==> config.mk <==
export PLATFORM = sky130hd
export DESIGN_NAME = sync_fifo_ctrl
export DESIGN_NICKNAME = d
export VERILOG_FILES = /design/src/rtl/sync_fifo_pkg.sv /design/src/rtl/fifo_ptr_inc.sv /design/src/rtl/sync_fifo_ctrl.sv
export SDC_FILE = /design/constraint.sdc
export NUM_CORES = 1
export LEC_CHECK = 0
export ABC_AREA = 1
export CAP_MARGIN = 20
export CORE_MARGIN = 2
export CORE_UTILIZATION = 35
export DETAILED_ROUTE_END_ITERATION = 10
export GPL_ROUTABILITY_DRIVEN = 1
export SYNTH_ARGS = -nofsm -noshare
export SYNTH_HDL_FRONTEND = slang
export SYNTH_SLANG_ARGS = --single-unit
export TNS_END_PERCENT = 1
==> constraint.sdc <==
create_clock -name clk -period 2.1 [get_ports clk]
set_input_delay 0.42 -clock clk [delete_from_list [all_inputs] [get_ports clk]]
set_output_delay 0.42 -clock clk [all_outputs]
set_load 0.01 [all_outputs]
==> src/rtl/sync_fifo_pkg.sv <==
// Shared constants and width helpers for the sync FIFO controller.
// ptr_w()      : pointer width (address bits plus one wrap bit).
// fifo_depth() : number of words addressable with a given address width.
// AFULL_MARGIN : default distance from full at which almost_full asserts.
package sync_fifo_pkg;

    localparam int unsigned AFULL_MARGIN = 4;

    function automatic int unsigned ptr_w(input int unsigned addr_w);
        return addr_w + 1;
    endfunction

    function automatic int unsigned fifo_depth(input int unsigned addr_w);
        return 32'd1 << addr_w;
    endfunction

endpackage

==> src/rtl/fifo_ptr_inc.sv <==
// Wrap-bit FIFO pointer register with increment and synchronous clear.
// Ports:
//   clk  : system clock
//   rst  : asynchronous active-high reset, clears ptr
//   clr  : synchronous clear, takes priority over inc
//   inc  : advance the pointer by one (modulo 2**W)
//   ptr  : current pointer value, MSB is the wrap bit
module fifo_ptr_inc #(
    parameter int unsigned W = 4
) (
    input  logic         clk,
    input  logic         rst,
    input  logic         clr,
    input  logic         inc,
    output logic [W-1:0] ptr
);

    always_ff @(posedge clk or posedge rst) begin
        if (rst) begin
            ptr <= '0;
        end else if (clr) begin
            ptr <= '0;
        end else if (inc) begin
            // Natural modulo wrap; the MSB toggles every pass through the RAM.
            ptr <= ptr + W'(1);
        end
    end

endmodule

==> src/rtl/sync_fifo_ctrl.sv <==
// Pointer and flag controller turning a dual-port RAM with combinational
// read into a first-word-fall-through FIFO.
// Ports:
//   clk, rst     : clock, asynchronous active-high reset
//   flush        : synchronous clear of FIFO contents (blocks push/pop)
//   s_valid/ready: push handshake
//   m_valid/ready: pop handshake; head word is on the RAM output when m_valid
//   en_wr        : RAM write enable (high exactly on accepted pushes)
//   wr_addr      : RAM write address
//   r_addr       : RAM read address (head of FIFO)
//   count        : words stored, 0..2**ADDR_W
//   almost_full  : registered, count >= AFULL_LVL
//   overflow     : sticky dropped-push flag
// Optional feature: define SYNC_FIFO_OVF_FLAG_EN to enable the overflow flag;
// otherwise overflow is tied low.
module sync_fifo_ctrl
    import sync_fifo_pkg::*;
#(
    parameter int unsigned ADDR_W    = 10,
    parameter int unsigned AFULL_LVL = fifo_depth(ADDR_W) - AFULL_MARGIN
) (
    input  logic              clk,
    input  logic              rst,
    input  logic              flush,
    input  logic              s_valid,
    output logic              s_ready,
    output logic              m_valid,
    input  logic              m_ready,
    output logic              en_wr,
    output logic [ADDR_W-1:0] wr_addr,
    output logic [ADDR_W-1:0] r_addr,
    output logic [ADDR_W:0]   count,
    output logic              almost_full,
    output logic              overflow
);

    localparam int unsigned PW = ptr_w(ADDR_W);

    logic [PW-1:0]   wptr;
    logic [PW-1:0]   rptr;
    logic            full;
    logic            empty;
    logic            push;
    logic            pop;
    logic [ADDR_W:0] count_d;

    // Same slot but different lap means full; identical pointers mean empty.
    assign full  = (wptr[ADDR_W] != rptr[ADDR_W]) &&
                   (wptr[ADDR_W-1:0] == rptr[ADDR_W-1:0]);
    assign empty = (wptr == rptr);

    assign s_ready = !full && !flush && !rst;
    assign m_valid = !empty && !flush;

    assign push  = s_valid && s_ready;
    assign pop   = m_valid && m_ready;
    assign en_wr = push;

    assign wr_addr = wptr[ADDR_W-1:0];
    assign r_addr  = rptr[ADDR_W-1:0];

    fifo_ptr_inc #(
        .W (PW)
    ) u_wptr (
        .clk (clk),
        .rst (rst),
        .clr (flush),
        .inc (push),
        .ptr (wptr)
    );

    fifo_ptr_inc #(
        .W (PW)
    ) u_rptr (
        .clk (clk),
        .rst (rst),
        .clr (flush),
        .inc (pop),
        .ptr (rptr)
    );

    always_comb begin
        count_d = count;
        if (flush) begin
            count_d = '0;
        end else if (push && !pop) begin
            count_d = count + (ADDR_W + 1)'(1);
        end else if (pop && !push) begin
            count_d = count - (ADDR_W + 1)'(1);
        end
    end

    // almost_full tracks the next-state count so it moves on the same edge.
    always_ff @(posedge clk or posedge rst) begin
        if (rst) begin
            count       <= '0;
            almost_full <= 1'b0;
        end else begin
            count       <= count_d;
            almost_full <= (count_d >= (ADDR_W + 1)'(AFULL_LVL));
        end
    end

`ifdef SYNC_FIFO_OVF_FLAG_EN
    always_ff @(posedge clk or posedge rst) begin
        if (rst) begin
            overflow <= 1'b0;
        end else if (flush) begin
            overflow <= 1'b0;
        end else if (s_valid && full) begin
            overflow <= 1'b1;
        end
    end
`else
    assign overflow = 1'b0;
`endif

endmodule

Word-level counts from Yosys, hierarchy flattened

Index checks and enable logic that the tools add are counted.

Flip-flop bits (word level): 34
Word-level logic and storage cells: 35
Input bits: 5
Output and inout port bits: 36

Equality and inequality tests: 3
Muxes and demuxes: 7
Reduce and logical (&&, ||, !) cells: 16
Order comparisons: 1
Add/sub/neg operators: 4

Operators with widths:

| operator                | count |
|---|---|
| $mux W11                | 7 |
| $add A11 B1 Y11 const B | 3 |
| $eq A11 B11 Y1          | 1 |
| $ge A11 B10 Y1 const B  | 1 |
| $sub A11 B1 Y11 const B | 1 |
| $eq A10 B10 Y1          | 1 |
| $logic_and A1 B1 Y1     | 8 |
| $logic_not A1 Y1        | 6 |
| $reduce_bool A2 Y1      | 2 |
| $ne A1 B1 Y1            | 1 |

Depth between registers and ports, before layout

Depth in word-level cells: 12
Depth in mapped cells: 19
Gate-level depth less buffers: 19

By module

A second synthesis with hierarchy kept.

Cells, all modules: 385
Area total of the unflattened synthesis: 2,645.0 µm²

Modules (own cells, without submodules):

| module         | area each (µm²) | sequential area each (µm²) | cells each | times used |
|---|---|---|---|---|
| sync_fifo_ctrl | 1,411.4         | 300.3                      | 225        | 1 |
| fifo_ptr_inc   | 616.8           | 275.3                      | 80         | 2 |

Worst setup path after synthesis

No wires, ideal clock.

Path kind: flip-flop to flip-flop
Start: reg count[0]
End: reg almost_full
Clock period less this slack: 1.797 ns
Arrival: 1.679 ns
Setup slack: 0.303 ns
Path buffers: 0
Setup time: 0.118 ns
Stages on the path, launching flop included: 14
Path through: dfrtp_1 > ha_1 > nand3_1 > nor2_1 > inv_1 > nor3_1 > xor2_1 > inv_1 > nor2_1 > a21oi_2 > nand3_1 > nor2_1 > nand2_1 > nand2_1

Word-level cells in the longest chain between the ends: 5
Elaborated cells between the ends (all ways): 6

RTL lines:

| element                | line                  | text |
|---|---|---|
| start, declared        | sync_fifo_ctrl.sv:32  | `output logic [ADDR_W:0] count,` |
| start signal, assigned | sync_fifo_ctrl.sv:99  | `count <= count_d;` |
| $sub A11 B1 Y11        | sync_fifo_ctrl.sv:89  | `count_d = count - (ADDR_W + 1)'(1);` |
| $mux W11               | sync_fifo_ctrl.sv:88  | `end else if (pop && !push) begin` |
| $mux W11 (*)           | sync_fifo_ctrl.sv:86  | `end else if (push && !pop) begin` |
| $mux W11 (*)           | sync_fifo_ctrl.sv:84  | `if (flush) begin` |
| $ge A11 B10 Y1 (*)     | sync_fifo_ctrl.sv:100 | `almost_full <= (count_d >= (ADDR_W + 1)'(AFULL_LVL));` |
| end signal, assigned   | sync_fifo_ctrl.sv:100 |  |
| end, declared          | sync_fifo_ctrl.sv:33  | `output logic almost_full,` |

Every way passes the cells marked *; elsewhere a longest branch is shown, timed or not.
A chain may end at the register's enable or synchronous reset.

Final worst setup path

Start: reg u_wptr.ptr[4]
End: reg almost_full

Word-level cells in the longest chain between the ends: 12
Elaborated cells between the ends (all ways): 18

RTL lines:

| element                           | line                  | text |
|---|---|---|
| start, declared                   | fifo_ptr_inc.sv:15    | `output logic [W-1:0] ptr` |
| start signal, assigned            | fifo_ptr_inc.sv:25    | `ptr <= ptr + W'(1);` |
| $eq A10 B10 Y1                    | sync_fifo_ctrl.sv:49  | `(wptr[ADDR_W-1:0] == rptr[ADDR_W-1:0]);` |
| $logic_and A1 B1 Y1               | sync_fifo_ctrl.sv:48  | `assign full = (wptr[ADDR_W] != rptr[ADDR_W]) &&` |
| $logic_not A1 Y1                  | sync_fifo_ctrl.sv:52  | `assign s_ready = !full && !flush && !rst;` |
| $logic_and A1 B1 Y1 (2 in series) | sync_fifo_ctrl.sv:52  |  |
| $logic_and A1 B1 Y1               | sync_fifo_ctrl.sv:55  | `assign push = s_valid && s_ready;` |
| $logic_not A1 Y1                  | sync_fifo_ctrl.sv:88  |  |
| $logic_and A1 B1 Y1               | sync_fifo_ctrl.sv:88  |  |
| $mux W11                          | sync_fifo_ctrl.sv:88  |  |
| $mux W11 (*)                      | sync_fifo_ctrl.sv:86  |  |
| $mux W11 (*)                      | sync_fifo_ctrl.sv:84  |  |
| $ge A11 B10 Y1 (*)                | sync_fifo_ctrl.sv:100 |  |

Marks and branches as above.

==> results.md <==
- Status: finished, violations left
- Violated checks: setup timing
- Final std cells w/o fill: 549
- Required time worst endpoint: 2330 ps
- Worst-skew pair later-pin latency: 290 ps
- Row count: 31
- CTS tree: done
- Combinational share of power: 0.279
- Data arrival, critical path: 2390 ps
- Io pins: 41
- Startpoint Class: register
- Port buffer count: 39
- Max stage delay on crit path: 420 ps
- Area Overhead vs Synth: 38.41%
- Final setup fails: 2
- Count of cell types in the netlist: 41
- Final #Nets: 458
- Clock power share: 0.330
- Clk_skew: 4.604 ps
- Chip width: 91.10 um
- Warnings from Yosys: 0
- Crit. End Element: register
- Fmax: 0.4629 GHz
- Max cap viols: 0
- Pleak: 1.755 nW
- Syn Nets: 377
- CP delay by family, top: simple AND/OR/NAND/NOR gates
- Async S/R FF share, synth: 1.000
- HP Start: count[0]$_DFF_PP0_
- Worst-path cell chain: xnor2_2, nand2_1, nor2_2, nand3_2, nand2_4, buf_4, nor2_8, buf_4, nand3_1, nand2_1, a21oi_2, nand3_1, nor2_2, nand2_1, nand2_1
- Power Dens Cells: 499.9 nW/um^2
- Clock transition at path regs: 70 ps
- CP dominant cell by count: nand2_1
- Antenna Nets Post-Route: 0
- Levels on crit path: 15
- Vias in the first global route: 2,453
- Drc violations: 0
- Routed WL: 7250 um
- FF-to-FF path depth: 15
- Gp weighted congestion: 0.9062
- Pre-Repair DR Iteration Count: 4
- Share of cells above drive strength 1: 0.2711
- Largest net degree at the start of global routing: 35
- Min Hold Slack: 548.5 ps
- Sw frac: 0.3141
- DIE HEIGHT: 91.10 um
- Synth Register Bits: 34
- Peak supply drop: 0.0002531 V
- Critical Path Source: u_wptr.ptr[4]$_DFFE_PP0P_
- Prevailing post-synth register cell: dfrtp_1
- Ant. Diodes: 0
- Reg-to-reg critical path startpoint: u_wptr.ptr[4]$_DFFE_PP0P_
- Most common cell after layout, fill and taps aside: nand2_1
- Worst setup path end: almost_full$_DFF_PP0_
- Placed Cells: 531
- Worst hold-check path type: register to register
- P_int: 1.260 mW
- Number of DRC markers in iteration 0: 175
- CP Max Fanout: 6
- Worst flop-to-flop path endpoint: almost_full$_DFF_PP0_
- Grt ovf: 0
- Crit path kind: register to register
- Unrepaired setup endpoints after global routing: yes
- Fill cells: 747
- DP HPWL: 5346 um
- Initial antenna violation count: 0
- DR vias: 2,537
- Longest Clk Path Bufs: 2
- CP Buf/Inv Count: 2
- Sink Count: 34
- Core area: 7292 um^2
- R2R Setup Slk: -60 ps
- Post-synth EDFFs: 0
- Fin crit share: 1.029
- Seq pwr share: 0.391
- First-pass GRT wire length: 11,650 um
- Final min period: 2160 ps
- Routed len/inst: 13.21 um
- Root Buffer: clkbuf_8
- Sw power: 0.5770 mW
- Vias/cell: 4.621
- Final Hold Viols: 0
- Mapped Area: 2655 um^2
- Num CTS Buffers: 5
- Max-slew violations: 0
- Slowest CP cell: dfrtp_1
- Final worst slack: -60.43 ps
- Die area: 8298 um^2
- Gr usage total: 0.1739
- Cells after Synth: 368
- H-tree lvl count: 2
- Initial Util: 0.3641
- Final Core Density: 0.5039
- Most frequent cells in the layout: nand2_1 (84), buf_4 (57), inv_1 (37), clkdlybuf4s50_1 (36), dfrtp_1 (34)
- Seq/Total Area, Yosys: 0.3205
- Syn Area/Cell: 7.215 um^2
[worst min-delay path by stage]
| stage | to | slack [ps] | depth (start not counted) |
|---|---|---|---|
| 2_1_floorplan | count[3]$_DFF_PP0_ | 500 | 1 |
| 3_3_place_gp | count[0]$_DFF_PP0_ | 510 | 1 |
| 3_5_place_dp | count[0]$_DFF_PP0_ | 540 | 1 |
| 4_1_cts | count[0]$_DFF_PP0_ | 550 | 1 |
| 5_1_grt | count[0]$_DFF_PP0_ | 570 | 1 |
| 6_report | count[0]$_DFF_PP0_ | 550 | 1 |
[sequential cells by signal, summed over array words and instances (netlist names)]
name / cells
count: 11
u_rptr.ptr: 11
u_wptr.ptr: 11
almost_full: 1
[power by group through the flow]
stage / Sequential [mW] / Combinational (mW) / Clock [mW]
floorplan: 0.732 / 0.298 / 0
global placement: 0.729 / 0.468 / 0
detailed placement: 0.730 / 0.472 / 0
CTS: 0.718 / 0.481 / 0.618
global route: 0.723 / 0.566 / 0.651
finish: 0.718 / 0.512 / 0.607
[logic make-up after synthesis]
| kind of cell | after synthesis | share of synthesized area |
|---|---|---|
| other cells | 1 | 0.001412 |
| flops | 34 | 0.3205 |
| compound gates | 45 | 0.09708 |
| buf+inv | 74 | 0.1451 |
| simple gates | 188 | 0.3445 |
| fa+ha+maj | 4 | 0.01885 |
| xor+xnor | 22 | 0.07258 |
[layout make-up]
type,instances,area (um^2),share of cell area
timing repair buffer,99,857.1,0.2332
tap,99,123.9,0.03371
clock buffer,7,76.32,0.02077
inverter,47,178.9,0.04869
sequential,34,850.8,0.2315
multi-input combinational,262,1558,0.4239
clock inverter,1,30.03,0.008172
[synth_stat cells, types with 2 or more instances]
library cell,instances,area share
a21oi_1,14,0.026
nand2_4,3,0.013
a21oi_2,2,0.0066
o22ai_1,4,0.0094
nor4_1,3,0.0071
nand4_1,4,0.0094
ha_1,4,0.019
inv_1,39,0.055
xnor2_1,3,0.0099
nor2_2,6,0.014
nor3_1,7,0.013
clkbuf_1,3,0.0042
dfrtp_1,34,0.32
nand3_4,2,0.013
nand3_2,3,0.011
nand3_1,26,0.049
nor2_1,34,0.048
buf_6,2,0.0085
buf_4,21,0.059
o21ai_0,18,0.034
nand2_1,88,0.12
and2_1,6,0.014
xor2_1,19,0.063
inv_2,6,0.0085
[routing by layer]
layer / vias up / GRT usage / routed length, um / share of wire
met4: 0 / 0.06313 / 112 / 0.015
met2: 56 / 0.2735 / 3398 / 0.47
met1: 1153 / 0.2426 / 3406 / 0.47
met3: 8 / 0.02490 / 333 / 0.046
met5: - / 0 / 0 / 0
li1: 1320 / - / - / -
[what timing repair did]
action,CTS,global route
endpoints found under the setup margin,4,21
gates resized for setup,9,29
hold buffers,0,0
pin swaps,2,9
cloned,0,2
setup buffers,3,6
[through the flow]
stage                     TNS, ps  area, um^2  power, mW  setup WS (ps)
final                      -119.9        3675      1.837         -60.43
after global routing       -804.2        3675      1.939         -185.6
after CTS                  -79.30        3508      1.816         -49.34
after detailed placement    -1090        3366      1.202         -183.9
after global placement     -743.1        3366      1.198         -132.4
after floorplan                 0        2655      1.029          303.5
Note: power is estimated with default switching activity, not from simulation.
